<file path="config.mk">
export PLATFORM = sky130hd
export DESIGN_NAME = mc8051_intc_flat
export DESIGN_NICKNAME = d
export VERILOG_FILES = /design/src/rtl/mc8051_intc_pkg.sv /design/src/rtl/mc8051_intc_if.sv /design/src/rtl/mc8051_intc_arb.sv /design/src/rtl/mc8051_intc.sv /design/src/flat_wrapper.sv
export SDC_FILE = /design/constraint.sdc
export NUM_CORES = 1
export LEC_CHECK = 0
export ABC_AREA = 0
export ABC_CLOCK_PERIOD_IN_PS = 4600
export CAP_MARGIN = 10
export CORE_MARGIN = 2
export CORE_UTILIZATION = 30
export CTS_BUF_LIST = sky130_fd_sc_hd__clkbuf_16
export DETAILED_ROUTE_END_ITERATION = 8
export HOLD_SLACK_MARGIN = 0.02
export PLACE_DENSITY = 0.56
export SYNTH_ARGS = -nofsm -noshare
export SYNTH_HDL_FRONTEND = slang
export SYNTH_HIERARCHICAL = 1
export SYNTH_SLANG_ARGS = --single-unit
</file>
<file path="constraint.sdc">
create_clock -name clk -period 4.6 [get_ports clk]
set_clock_uncertainty 0.2 [all_clocks]
set_input_delay 1.38 -clock clk [delete_from_list [all_inputs] [get_ports clk]]
set_output_delay 1.38 -clock clk [all_outputs]
set_load 0.02 [all_outputs]
</file>
<file path="src/rtl/mc8051_intc_pkg.sv">
// Shared constants and helpers for the mc8051 two-level interrupt controller.
package mc8051_intc_pkg;

  localparam int N_SRC_DEF = 8;
  localparam int IDX_W     = 3;

  typedef enum logic [1:0] {
    INTC_IDLE = 2'd0,
    INTC_REQ  = 2'd1,
    INTC_HOLD = 2'd2
  } intc_state_e;

  // Index of the lowest set bit; zero when the vector is empty.
  function automatic logic [IDX_W-1:0] lowest_set(input logic [7:0] v);
    logic [IDX_W-1:0] idx;
    idx = '0;
    for (int i = 7; i >= 0; i--) begin
      if (v[i]) idx = IDX_W'(i);
    end
    return idx;
  endfunction

endpackage

</file>
<file path="src/rtl/mc8051_intc_if.sv">
// Interrupt handshake between the controller (master) and the mc8051 core (slave).
interface mc8051_intc_if;
  logic       int_req_n;
  logic       int_ack_n;
  logic [7:0] int_so_num;
  logic       int_reti;

  modport master (output int_req_n, int_so_num, input  int_ack_n, int_reti);
  modport slave  (input  int_req_n, int_so_num, output int_ack_n, int_reti);
endinterface

</file>
<file path="src/rtl/mc8051_intc_arb.sv">
// Combinational arbiter: high priority beats low, lowest index wins within a level.
module mc8051_intc_arb
  import mc8051_intc_pkg::*;
#(
  parameter int N_SRC = N_SRC_DEF
) (
  input  logic [N_SRC-1:0] cand,
  input  logic [N_SRC-1:0] ip,
  input  logic             isr_hi,
  input  logic             isr_lo,
  output logic             valid,
  output logic [IDX_W-1:0] idx
);

  logic [7:0] hi_v;
  logic [7:0] lo_v;

  // NOTE: every output of a combinational block gets a value on every path, otherwise a latch is inferred.
  always_comb begin
    hi_v  = 8'(cand & ip  & {N_SRC{~isr_hi}});
    lo_v  = 8'(cand & ~ip & {N_SRC{~(isr_hi | isr_lo)}});
    valid = (|hi_v) | (|lo_v);
    idx   = (|hi_v) ? lowest_set(hi_v) : lowest_set(lo_v);
  end

endmodule

</file>
<file path="src/rtl/mc8051_intc.sv">
// Two-level 8051 interrupt controller: edge capture, masking, arbitration and in-service tracking.
module mc8051_intc
  import mc8051_intc_pkg::*;
#(
  parameter int N_SRC = N_SRC_DEF
) (
  input  logic                clk,
  input  logic                reset,
  input  logic [N_SRC-1:0]    i_src,
  input  logic [N_SRC-1:0]    i_it,
  input  logic                i_ea,
  input  logic [N_SRC-1:0]    i_ie,
  input  logic [N_SRC-1:0]    i_ip,
  mc8051_intc_if.master       bus,
  output logic [N_SRC-1:0]    o_pend
);

  intc_state_e      state, state_nxt;
  logic [N_SRC-1:0] src_q, pend, pend_nxt, edge_set, req_vec, cand, ack_mask;
  logic             isr_hi, isr_lo, isr_hi_nxt, isr_lo_nxt;
  logic [IDX_W-1:0] so_idx, arb_idx;
  logic             arb_valid, req_ip, req_n;
  logic             load, ack_take, still_ok, cur_ip;
  logic [7:0]       cand8, ip8, ack8;

  mc8051_intc_arb #(.N_SRC(N_SRC)) u_arb (
    .cand   (cand),
    .ip     (i_ip),
    .isr_hi (isr_hi),
    .isr_lo (isr_lo),
    .valid  (arb_valid),
    .idx    (arb_idx)
  );

  always_comb begin
    edge_set = i_it & i_src & ~src_q;
    req_vec  = (i_it & pend) | (~i_it & i_src);
    cand     = req_vec & i_ie & {N_SRC{i_ea}};
    cand8    = 8'(cand);
    ip8      = 8'(i_ip);
    cur_ip   = ip8[so_idx];
    // A priority change on the latched source counts as a withdrawal even if it stays eligible.
    still_ok = cand8[so_idx] && (cur_ip == req_ip) &&
               (req_ip ? !isr_hi : !(isr_hi || isr_lo));
  end

  always_comb begin
    state_nxt = state;
    load      = 1'b0;
    ack_take  = 1'b0;
    unique case (state)
      INTC_IDLE: if (arb_valid) begin
        state_nxt = INTC_REQ;
        load      = 1'b1;
      end
      INTC_REQ: begin
        if (!bus.int_ack_n) begin
          state_nxt = INTC_HOLD;
          ack_take  = 1'b1;
        end else if (!still_ok) begin
          state_nxt = INTC_IDLE;
        end
      end
      INTC_HOLD: state_nxt = INTC_IDLE;
      default:   state_nxt = INTC_IDLE;
    endcase
  end

  always_comb begin
    ack8       = ack_take ? (8'd1 << so_idx) : 8'd0;
    ack_mask   = ack8[N_SRC-1:0];
    pend_nxt   = (pend & ~ack_mask) | edge_set;
    isr_hi_nxt = isr_hi;
    isr_lo_nxt = isr_lo;
    // RETI releases the innermost level before the acknowledge claims a level.
    if (bus.int_reti) begin
      if (isr_hi) isr_hi_nxt = 1'b0;
      else        isr_lo_nxt = 1'b0;
    end
    if (ack_take) begin
      if (cur_ip) isr_hi_nxt = 1'b1;
      else        isr_lo_nxt = 1'b1;
    end
  end

  // NOTE: sequential state uses non-blocking assignments so every flop samples pre-edge values.
  always_ff @(posedge clk) begin
    if (reset) state <= INTC_IDLE;
    else       state <= state_nxt;
  end

  always_ff @(posedge clk) begin
    if (reset) begin
      src_q  <= '0;
      pend   <= '0;
      isr_hi <= 1'b0;
      isr_lo <= 1'b0;
      req_n  <= 1'b1;
      so_idx <= '0;
      req_ip <= 1'b0;
    end else begin
      src_q  <= i_src;
      pend   <= pend_nxt;
      isr_hi <= isr_hi_nxt;
      isr_lo <= isr_lo_nxt;
      req_n  <= (state_nxt != INTC_REQ);
      if (load) begin
        so_idx <= arb_idx;
        req_ip <= ip8[arb_idx];
      end
    end
  end

  assign bus.int_req_n  = req_n;
  assign bus.int_so_num = 8'(so_idx);
  assign o_pend         = pend;

endmodule

</file>
<file path="src/flat_wrapper.sv">
// flat-port wrapper written by rule: the top's interface ports become plain ports
module mc8051_intc_flat import mc8051_intc_pkg::*;
#(
  parameter int N_SRC = N_SRC_DEF
)
  (clk, reset, i_src, i_it, i_ea, i_ie, i_ip, o_pend, bus_int_req_n, bus_int_so_num, bus_int_ack_n, bus_int_reti);
  mc8051_intc_if bus_i ();
  input  logic clk;
  input  logic reset;
  input  logic [N_SRC-1:0] i_src;
  input  logic [N_SRC-1:0] i_it;
  input  logic i_ea;
  input  logic [N_SRC-1:0] i_ie;
  input  logic [N_SRC-1:0] i_ip;
  output logic [N_SRC-1:0] o_pend;
  output wire logic [$bits(bus_i.int_req_n)-1:0] bus_int_req_n;
  output wire logic [$bits(bus_i.int_so_num)-1:0] bus_int_so_num;
  input wire logic [$bits(bus_i.int_ack_n)-1:0] bus_int_ack_n;
  input wire logic [$bits(bus_i.int_reti)-1:0] bus_int_reti;
  assign bus_int_req_n = bus_i.int_req_n;
  assign bus_int_so_num = bus_i.int_so_num;
  assign bus_i.int_ack_n = bus_int_ack_n;
  assign bus_i.int_reti = bus_int_reti;
  mc8051_intc #(.N_SRC(N_SRC)) u_core (.clk(clk), .reset(reset), .i_src(i_src), .i_it(i_it), .i_ea(i_ea), .i_ie(i_ie), .i_ip(i_ip), .bus(bus_i), .o_pend(o_pend));
endmodule
</file>
==> results of run 1 <==
synth_stat cells, types with 2 or more instances:
cell type	number	share of area, %
dfxtp_1	25	30
nand2_1	19	4.3
a21oi_1	16	4.8
nor2b_1	14	5.3
nor2_1	10	2.3
nand3b_1	9	4.1
o21ai_0	9	2.7
and3_1	8	3.0
mux2_2	8	5.5
nand3_1	8	2.4
inv_1	6	1.4
nand2b_1	6	2.3
buf_4	5	2.3
clkbuf_1	5	1.1
mux2i_1	5	3.0
nand4_1	5	1.9
a41oi_1	3	1.6
mux4_2	3	4.1
a211oi_1	2	0.91
buf_6	2	1.4
nand2_2	2	0.76
o31ai_1	2	0.91
or2b_1	2	0.91
area by class of cell:
type	count	area (µm²)	share of cell area, %
Multi-Input combinational cell	160	1060	46.6
Clock buffer	3	75.1	3.30
Sequential cell	25	500	22.0
Clock inverter	1	7.51	0.330
Tap cell	72	90.1	3.96
Inverter	6	22.5	0.990
Timing Repair Buffer	53	518	22.8
logic make-up (layout without fill, tap and decap cells):
kind of cell,Yosys count,after routing,share of synthesized area [%]
and+or+nand+nor,90,90,30.7
AOI/OAI and AO/OA,49,49,19.8
DFF,25,25,30.3
buffers and inverters,19,63,6.43
muxes,16,16,12.6
other,1,5,0.227
power breakdown:
part	total (mW)	switching [mW]	internal [mW]
registers	0.251	0.0187	0.233
logic	0.178	0.0840	0.0937
clock network	0.201	0.0824	0.118
total	0.630	0.185	0.445
critical path: stages:
cell and delay, ps:
clkdlybuf4s50_1 480, mux2_2 350, and3_1 220, nand2_2 100, a41oi_1 180, or3_1 410, o22ai_1 150, buf_4 150
mux4_2 480, mux2i_1 160, a211oi_1 90
flip-flops by register name (all words and copies together), names as in the netlist:
register and flops:
u_core/isr_hi 1, u_core/o_pend 8, u_core/so_idx 3, u_core/isr_lo 1
u_core/req_ip 1, u_core/src_q 8, u_core/bus.int_req_n 1, u_core/state 2
worst max path at each step:
| stage | startpoint | cells past startpoint | to |
|---|---|---|---|
| finish | i_it[7] | 11 | u_core/req_ip |
| global route | i_it[7] | 11 | u_core/req_ip |
| CTS | i_it[7] | 11 | u_core/req_ip |
| global placement | i_it[7] | 11 | u_core/req_ip |
| detailed placement | i_it[7] | 11 | u_core/req_ip |
| floorplan | i_it[5] | 9 | u_core/req_ip |
metal layers:
layer | wire length [µm] | GRT usage (%) | vias to the layer above
li1 | - | - | 824
met1 | 2470 | 24.7 | 791
met2 | 2280 | 26.3 | 49
met3 | 264 | 2.76 | 2
met4 | 41 | 4.74 | 0
met5 | 0 | 0 | -
==> out/metrics.cfg, run 1 <==
[timing]
fin_hold_ws_ps=291
setup_slack_ps=348
finalSetupViolations=0
tns_ps=0
slew_headroom_pct=46.6
rsz0062_at_grt=false
final_hold_viol_count=0
post-route-period-util_pct=92.4
max_freq_mhz=235
maxSlewViolCount=0
layout_min_cycle_time_ps=4250
worstMarginPinSlew_ps=798

[synthesis]
synth_edf_count=0
synth_async_sr_flop_share_pct=0
synth.avg_cell_area_um2=8.26
synth.distinct_cells=49
yosysWarnings=6
syn_inst=200
synth_area_um2=1650
ys_seq_elements=25
synth-main-ff-cell=dfxtp_1
ys_seq_area_share_pct=30.3

[place]
dp_slack_ps=139
io_buffers=48
placed_cells=316
placed_cell_area_um2=2190
gp_congestion=0.940
dp_hpwl_um=3870

[clock_tree]
clock_path_buffers=2
cts.repair.resized=0
clk-insertion-delay-late_ps=260
root_buffer=clkbuf_16
cts_buffers=3
clkSlewWorstSetupHoldPaths_ps=70
cts_hold_buf=0
postCtsSetupBuffers=0
cts_tree=built
clkSinkCount=25
htreeDepth=1

[critical_path]
r2r_end=u_core/req_ip
r2r-start=u_core/o_pend[7]
cp.required_ps=4500
arrival_ps=4160
worst_r2r_path_depth=10
crit_fanout=4
r2r_setup_slack_ps=1690
endpoint_kind=register
critical_path_class=in -> reg
start_kind=primary input

[finish]
design_area_um2=2270
finish.utilization_pct=42.1
drive_gt1_share_pct=10.9
fillCellCount=560
antenna_cells=0
nNetsFinal=286
stdcell_count=320
area_growth_pct=37.6
layout_common_cells=clkdlybuf4s50_1 (48), dfxtp_1 (25), nand2_1 (19), a21oi_1 (16), nor2b_1 (14)
final_common_cell=clkdlybuf4s50_1

[outcome]
outcome=finished clean

[routing]
first_iter_violations=140
wl_um=5060
vias=1666
ant_nets=0
drt-pass1-iter-count=4
wl_per_cell_um=15.8
drc_errors=0
post_drt_via_cell_ratio=5.21

[min_path]
worstHoldPathCells=2
min_from=u_core/src_q[2]
min_delay_worst_endpoint=u_core/o_pend[2]
hold_class=reg -> reg

[global_route]
grt_usage_pct=17.1
grt_pass1_vias=1582
antenna_found_initial=0
overflow=0
grt_max_degree=21
grt_pass1_wl_um=8220

[floorplanning]
rows=27
io_pins=54
initial_core_util_pct=30.6
coreArea_um2=5410
die_w_um=78.2
die-area_um2=6120
dieHeight_um=78.2

[flow_run]
max-cap-violations=0

[power]
p_per_area_nw_per_um2=277
p_leak_nw=0.818
ir_drop_mv=0.150
p_total_uw=630

(Power assumes the default switching activity.)
==> run 2, diff against run 1 <==
--- a/config.mk
+++ b/config.mk
@@ -8,7 +8,7 @@
 export ABC_AREA = 0
 export ABC_CLOCK_PERIOD_IN_PS = 4600
 export CAP_MARGIN = 10
-export CORE_MARGIN = 2
+export CORE_MARGIN = 5
 export CORE_UTILIZATION = 30
 export CTS_BUF_LIST = sky130_fd_sc_hd__clkbuf_16
 export DETAILED_ROUTE_END_ITERATION = 8
==> out/metrics.cfg, run 2 (synthesis results as in run 1) <==
[critical_path]
critical_path_class=in -> reg
worst_r2r_path_depth=9  ; -1
crit_chain=clkdlybuf4s50_1 > mux2_2 > and3_1 > nand2_1 > a41oi_1 > or3_1 > o22ai_1 > mux4_2 > mux2i_1 > a211oi_1
crit_slowest_cell=mux4_2
r2r_setup_slack_ps=1630  ; -60 ps
crit_fanout=3  ; -1
r2r-start=u_core/o_pend[6]
endpoint_kind=register
arrival_ps=4220  ; +60 ps
start_kind=primary input
critPathBufInv=1  ; -1
slowest_delay_ps=550  ; +70 ps
cp.required_ps=4500  ; about the same
r2r_end=u_core/req_ip
crit_family=multiplexers

[routing]
wl_per_cell_um=15.7  ; -0.64%
vias=1645  ; -1.3%
ant_nets=0  ; unchanged
wl_um=4990  ; -1.3%
met2_length_um=2140  ; -6.2%
top_layer_used=met4
m1WireLength_um=2440  ; -1.2%
drc_errors=0  ; unchanged
wl_met3_um=264  ; unchanged
first_iter_violations=131  ; -6.4%
drt-pass1-iter-count=4  ; unchanged
post_drt_via_cell_ratio=5.17  ; -0.64%

[clock_tree]
cts_buffers=3  ; unchanged
cts_hold_buf=0  ; unchanged
clk-insertion-delay-late_ps=260  ; about the same
clock_path_buffers=2  ; unchanged
postCtsSetupBuffers=0  ; unchanged
clkSinkCount=25  ; unchanged
htreeDepth=1  ; unchanged
root_buffer=clkbuf_16
cts.repair.resized=0  ; unchanged
clkSlewWorstSetupHoldPaths_ps=60  ; about the same
cts_tree=built

[place]
dp_slack_ps=14.5  ; -125 ps
dp_hpwl_um=3830  ; -0.85%
io_buffers=48  ; unchanged
gp_congestion=0.980  ; +4.2%

[power]
internal_power_uw=443  ; -0.40%
switchingPower_uw=180  ; -2.8%
swShare_pct=28.9  ; -0.51 points
power_frac_comb_pct=29.1  ; +0.9 points
p_seq_share_pct=39.7  ; -0.2 points
ir_drop_mv=0.171  ; +14%
p_leak_nw=0.813  ; -0.63%
p_per_area_nw_per_um2=276  ; -0.35%
clockPowerShare_pct=31.2  ; -0.6 points

[global_route]
overflow=0  ; unchanged
grt_pass1_wl_um=8030  ; -2.3%
grt_pass1_vias=1617  ; +2.2%
antenna_found_initial=0  ; unchanged
grt_max_degree=26  ; +24%
grt_usage_pct=14.1  ; -3.0 points

[finish]
antenna_cells=0  ; unchanged
layout_common_cells=clkdlybuf4s50_1 (48), dfxtp_1 (25), nand2_1 (19), a21oi_1 (16), nor2b_1 (14)
ff_latch_area_um2=500  ; unchanged
fillCellCount=557  ; -0.54%
nNetsFinal=284  ; -0.70%
multi_input_area_um2=1060  ; unchanged
drive_gt1_share_pct=10.2  ; -0.72 points
final_common_cell=clkdlybuf4s50_1
finish.utilization_pct=41.5  ; -0.58 points
area_growth_pct=36.6

[floorplanning]
dieHeight_um=84.2  ; +7.7%
rows=27  ; unchanged
io_pins=54  ; unchanged
die_w_um=84.2  ; +7.7%
die-area_um2=7090  ; +16%
initial_core_util_pct=30.4  ; -0.19 points
coreArea_um2=5440  ; +0.63%

[outcome]
outcome=finished clean

[timing]
max_freq_mhz=231  ; -1.7%
final_hold_viol_count=0  ; unchanged
post-route-period-util_pct=94.0  ; +1.6 points
fin_hold_ws_ps=285  ; -6.07 ps
rsz0062_at_grt=false
setup_slack_ps=276  ; -71.6 ps
maxSlewViolCount=0  ; unchanged
layout_min_cycle_time_ps=4320  ; +71.6 ps
finalSetupViolations=0  ; unchanged
slew_headroom_pct=35.8  ; -11 points
tns_ps=0  ; unchanged
worstMarginPinSlew_ps=960  ; +162 ps

[min_path]
min_from=u_core/o_pend[0]
hold_class=reg -> reg
min_delay_worst_endpoint=u_core/o_pend[0]
worstHoldPathCells=2  ; unchanged

[flow_run]
max-cap-violations=0  ; unchanged

## run 2: changes by cell type in the layout (fill, tap and decap cells not counted), sizes merged
cell,change
clkinvlp,-1
clkinv,+1
buf,-2
## run 2: worst min-delay path: cells and delay by family, from the launching register on
kind	cells	cell delay [ps]
DFF	1	320
AOI/OAI and AO/OA	2	110
## run 2: area by class of cell
type / instances / share of cell area [%]
inverters: 6 / 0.998
clock inverters: 1 / 0.222
multi-input cells: 160 / 47.0
flip-flops and latches: 25 / 22.2
repair buffers: 51 / 22.3
clock buffers: 3 / 3.33
well taps: 72 / 3.99
## run 2: worst max-delay path by stage
stage / from / to / slack, ps / cells past startpoint
after floorplan: i_it[5] / u_core/req_ip / 730 / 9
after global placement: i_it[7] / u_core/req_ip / 60 / 10
after detailed placement: i_it[4] / u_core/req_ip / 10 / 10
after CTS: i_it[4] / u_core/req_ip / 280 / 10
after global routing: i_it[6] / u_core/req_ip / 120 / 10
final: i_it[6] / u_core/req_ip / 280 / 10
## run 2: power groups by stage
stage | Combinational (mW) | Clock [mW] | Sequential (mW)
5_1_grt | 0.196 | 0.209 | 0.250
3_5_place_dp | 0.179 | 0 | 0.252
6_report | 0.181 | 0.194 | 0.247
4_1_cts | 0.180 | 0.198 | 0.247
3_3_place_gp | 0.179 | 0 | 0.253
2_1_floorplan | 0.101 | 0 | 0.255
## run 2: per-layer routing
metal / track usage [%] / vias up
li1: - / 813
met1: 19.7 / 752
met2: 20.2 / 68
met3: 2.75 / 12
met4: 7.46 / 0
met5: 0 / -
## run 2: through the flow
stage / power (mW) / cell area (µm²) / std cells
2_1_floorplan: 0.356 / 1670 / 204
3_3_place_gp: 0.432 / 2180 / 314
3_5_place_dp: 0.431 / 2180 / 314
4_1_cts: 0.625 / 2260 / 318
5_1_grt: 0.655 / 2260 / 318
6_report: 0.623 / 2260 / 318
==> run 3, diff against run 2 <==
--- a/config.mk
+++ b/config.mk
@@ -10,7 +10,7 @@
 export CAP_MARGIN = 10
 export CORE_MARGIN = 5
 export CORE_UTILIZATION = 30
-export CTS_BUF_LIST = sky130_fd_sc_hd__clkbuf_16
+export CTS_BUF_LIST = sky130_fd_sc_hd__clkbuf_8
 export DETAILED_ROUTE_END_ITERATION = 8
 export HOLD_SLACK_MARGIN = 0.02
 export PLACE_DENSITY = 0.56
==> out/metrics.cfg, run 3 (synthesis results as in run 1) <==
[routing]
ant_nets=0  ; unchanged
drt-pass1-iter-count=4  ; unchanged
wl_per_cell_um=15.5  ; -1.2%
vias=1653  ; +0.49%
post_drt_via_cell_ratio=5.20  ; +0.49%
first_iter_violations=137  ; +4.6%
wl_um=4930  ; -1.2%
drc_errors=0  ; unchanged

[floorplanning]
initial_core_util_pct=30.4  ; unchanged
coreArea_um2=5440  ; unchanged
die-area_um2=7090  ; unchanged
die_w_um=84.2  ; unchanged
io_pins=54  ; unchanged
rows=27  ; unchanged
dieHeight_um=84.2  ; unchanged

[outcome]
outcome=finished clean

[global_route]
grt_usage_pct=13.9  ; -0.19 points
grt_pass1_wl_um=7980  ; -0.60%
antenna_found_initial=0  ; unchanged
overflow=0  ; unchanged
grt_max_degree=26  ; unchanged
grt_pass1_vias=1605  ; -0.74%

[critical_path]
slowest_delay_ps=550  ; about the same
endpoint_kind=register
cp.required_ps=4510  ; about the same
crit_family=multiplexers
critPathBufInv=1  ; unchanged
crit_chain=clkdlybuf4s50_1 > mux2_2 > and3_1 > nand2_2 > a41oi_1 > or3_1 > o22ai_1 > mux4_2 > mux2i_1 > a211oi_1
arrival_ps=4220  ; about the same
start_kind=primary input
critical_path_class=in -> reg
crit_slowest_cell=mux4_2
crit_fanout=4  ; +1

[power]
p_leak_nw=0.797  ; -1.9%
clockPowerShare_pct=23.4  ; -7.8 points
power_frac_comb_pct=32.3  ; +3.2 points
internal_power_uw=386  ; -13%
p_seq_share_pct=44.3  ; +4.6 points
swShare_pct=30.9  ; +2.0 points
switchingPower_uw=172  ; -4.1%
ir_drop_mv=0.119  ; -30%
p_per_area_nw_per_um2=251  ; -8.9%

[flow_run]
max-cap-violations=0  ; unchanged

[place]
io_buffers=48  ; unchanged
gp_congestion=0.980  ; unchanged
dp_hpwl_um=3830  ; unchanged

[clock_tree]
clk-insertion-delay-late_ps=270  ; about the same
clkSlewWorstSetupHoldPaths_ps=90  ; +30 ps
clkSinkCount=25  ; unchanged
clock_path_buffers=2  ; unchanged
htreeDepth=1  ; unchanged
postCtsSetupBuffers=0  ; unchanged
root_buffer=clkbuf_8
cts_tree=built
cts_buffers=3  ; unchanged
cts.repair.resized=0  ; unchanged
cts_hold_buf=0  ; unchanged

[finish]
antenna_cells=0  ; unchanged
finish.utilization_pct=40.9  ; -0.62 points
nNetsFinal=284  ; unchanged
drive_gt1_share_pct=10.2  ; unchanged
fillCellCount=563  ; +1.1%
layout_common_cells=clkdlybuf4s50_1 (48), dfxtp_1 (25), nand2_1 (19), a21oi_1 (16), nor2b_1 (14)
area_growth_pct=34.5
final_common_cell=clkdlybuf4s50_1
ff_latch_area_um2=500  ; unchanged
multi_input_area_um2=1060  ; unchanged

[timing]
max_freq_mhz=232  ; +0.40%
layout_min_cycle_time_ps=4310  ; -17.3 ps
maxSlewViolCount=0  ; unchanged
slew_headroom_pct=34.5  ; -1.3 points
rsz0062_at_grt=false
worstMarginPinSlew_ps=979  ; +19.5 ps
tns_ps=0  ; unchanged
final_hold_viol_count=0  ; unchanged
post-route-period-util_pct=93.6  ; -0.38 points
finalSetupViolations=0  ; unchanged

[min_path]
hold_class=reg -> reg

run 3: cell counts in the layout (fill, tap and decap cells not counted):
Identical to the previous run, type by type.
run 3: stage by stage:
| step | cell area, µm² | hold WS (ps) | power, mW | cells | setup slack, ps |
|---|---|---|---|---|---|
| after detailed placement | 2180 | 278 | 0.431 | 314 | 14.5 |
| after global placement | 2180 | 274 | 0.432 | 314 | 60.9 |
| after CTS | 2220 | 291 | 0.562 | 318 | 301 |
| after floorplan | 1670 | 271 | 0.356 | 204 | 729 |
| after global routing | 2220 | 307 | 0.589 | 318 | 138 |
| final | 2220 | 289 | 0.559 | 318 | 294 |
run 3: worst paths after layout:
check,start,end,slack [ps],cells past startpoint
min,u_core/o_pend[0],u_core/o_pend[0],290,2
min reg2reg,u_core/o_pend[0],u_core/o_pend[0],290,2
max reg2reg,u_core/o_pend[7],u_core/req_ip,1620,9
max,i_it[7],u_core/req_ip,290,10
run 3: layout make-up:
| type | count | share of cell area [%] |
|---|---|---|
| Sequential cell | 25 | 22.5 |
| Timing Repair Buffer | 51 | 22.6 |
| Tap cell | 72 | 4.05 |
| Multi-Input combinational cell | 160 | 47.7 |
| Clock inverter | 1 | 0.225 |
| Inverter | 6 | 1.01 |
| Clock buffer | 3 | 1.86 |
run 3: power by group through the flow:
stage                     Clock (mW)  Sequential [mW]  Combinational (mW)
after floorplan                    0            0.255               0.101
after global placement             0            0.253               0.179
after detailed placement           0            0.252               0.179
after CTS                      0.135            0.247               0.180
after global routing           0.143            0.250               0.196
final                          0.131            0.247               0.180
run 3: per-layer routing:
metal  GRT usage, %  part of all wire (%)
met3           2.36                   5.6
met5              0                     0
met1           19.6                    49
met2           20.5                    43
met4           6.43                   2.6
run 3: worst min-delay path: stages, from the launching register on:
cell and delay, ps:
dfxtp_1 330, o31ai_1 60, a21oi_1 50
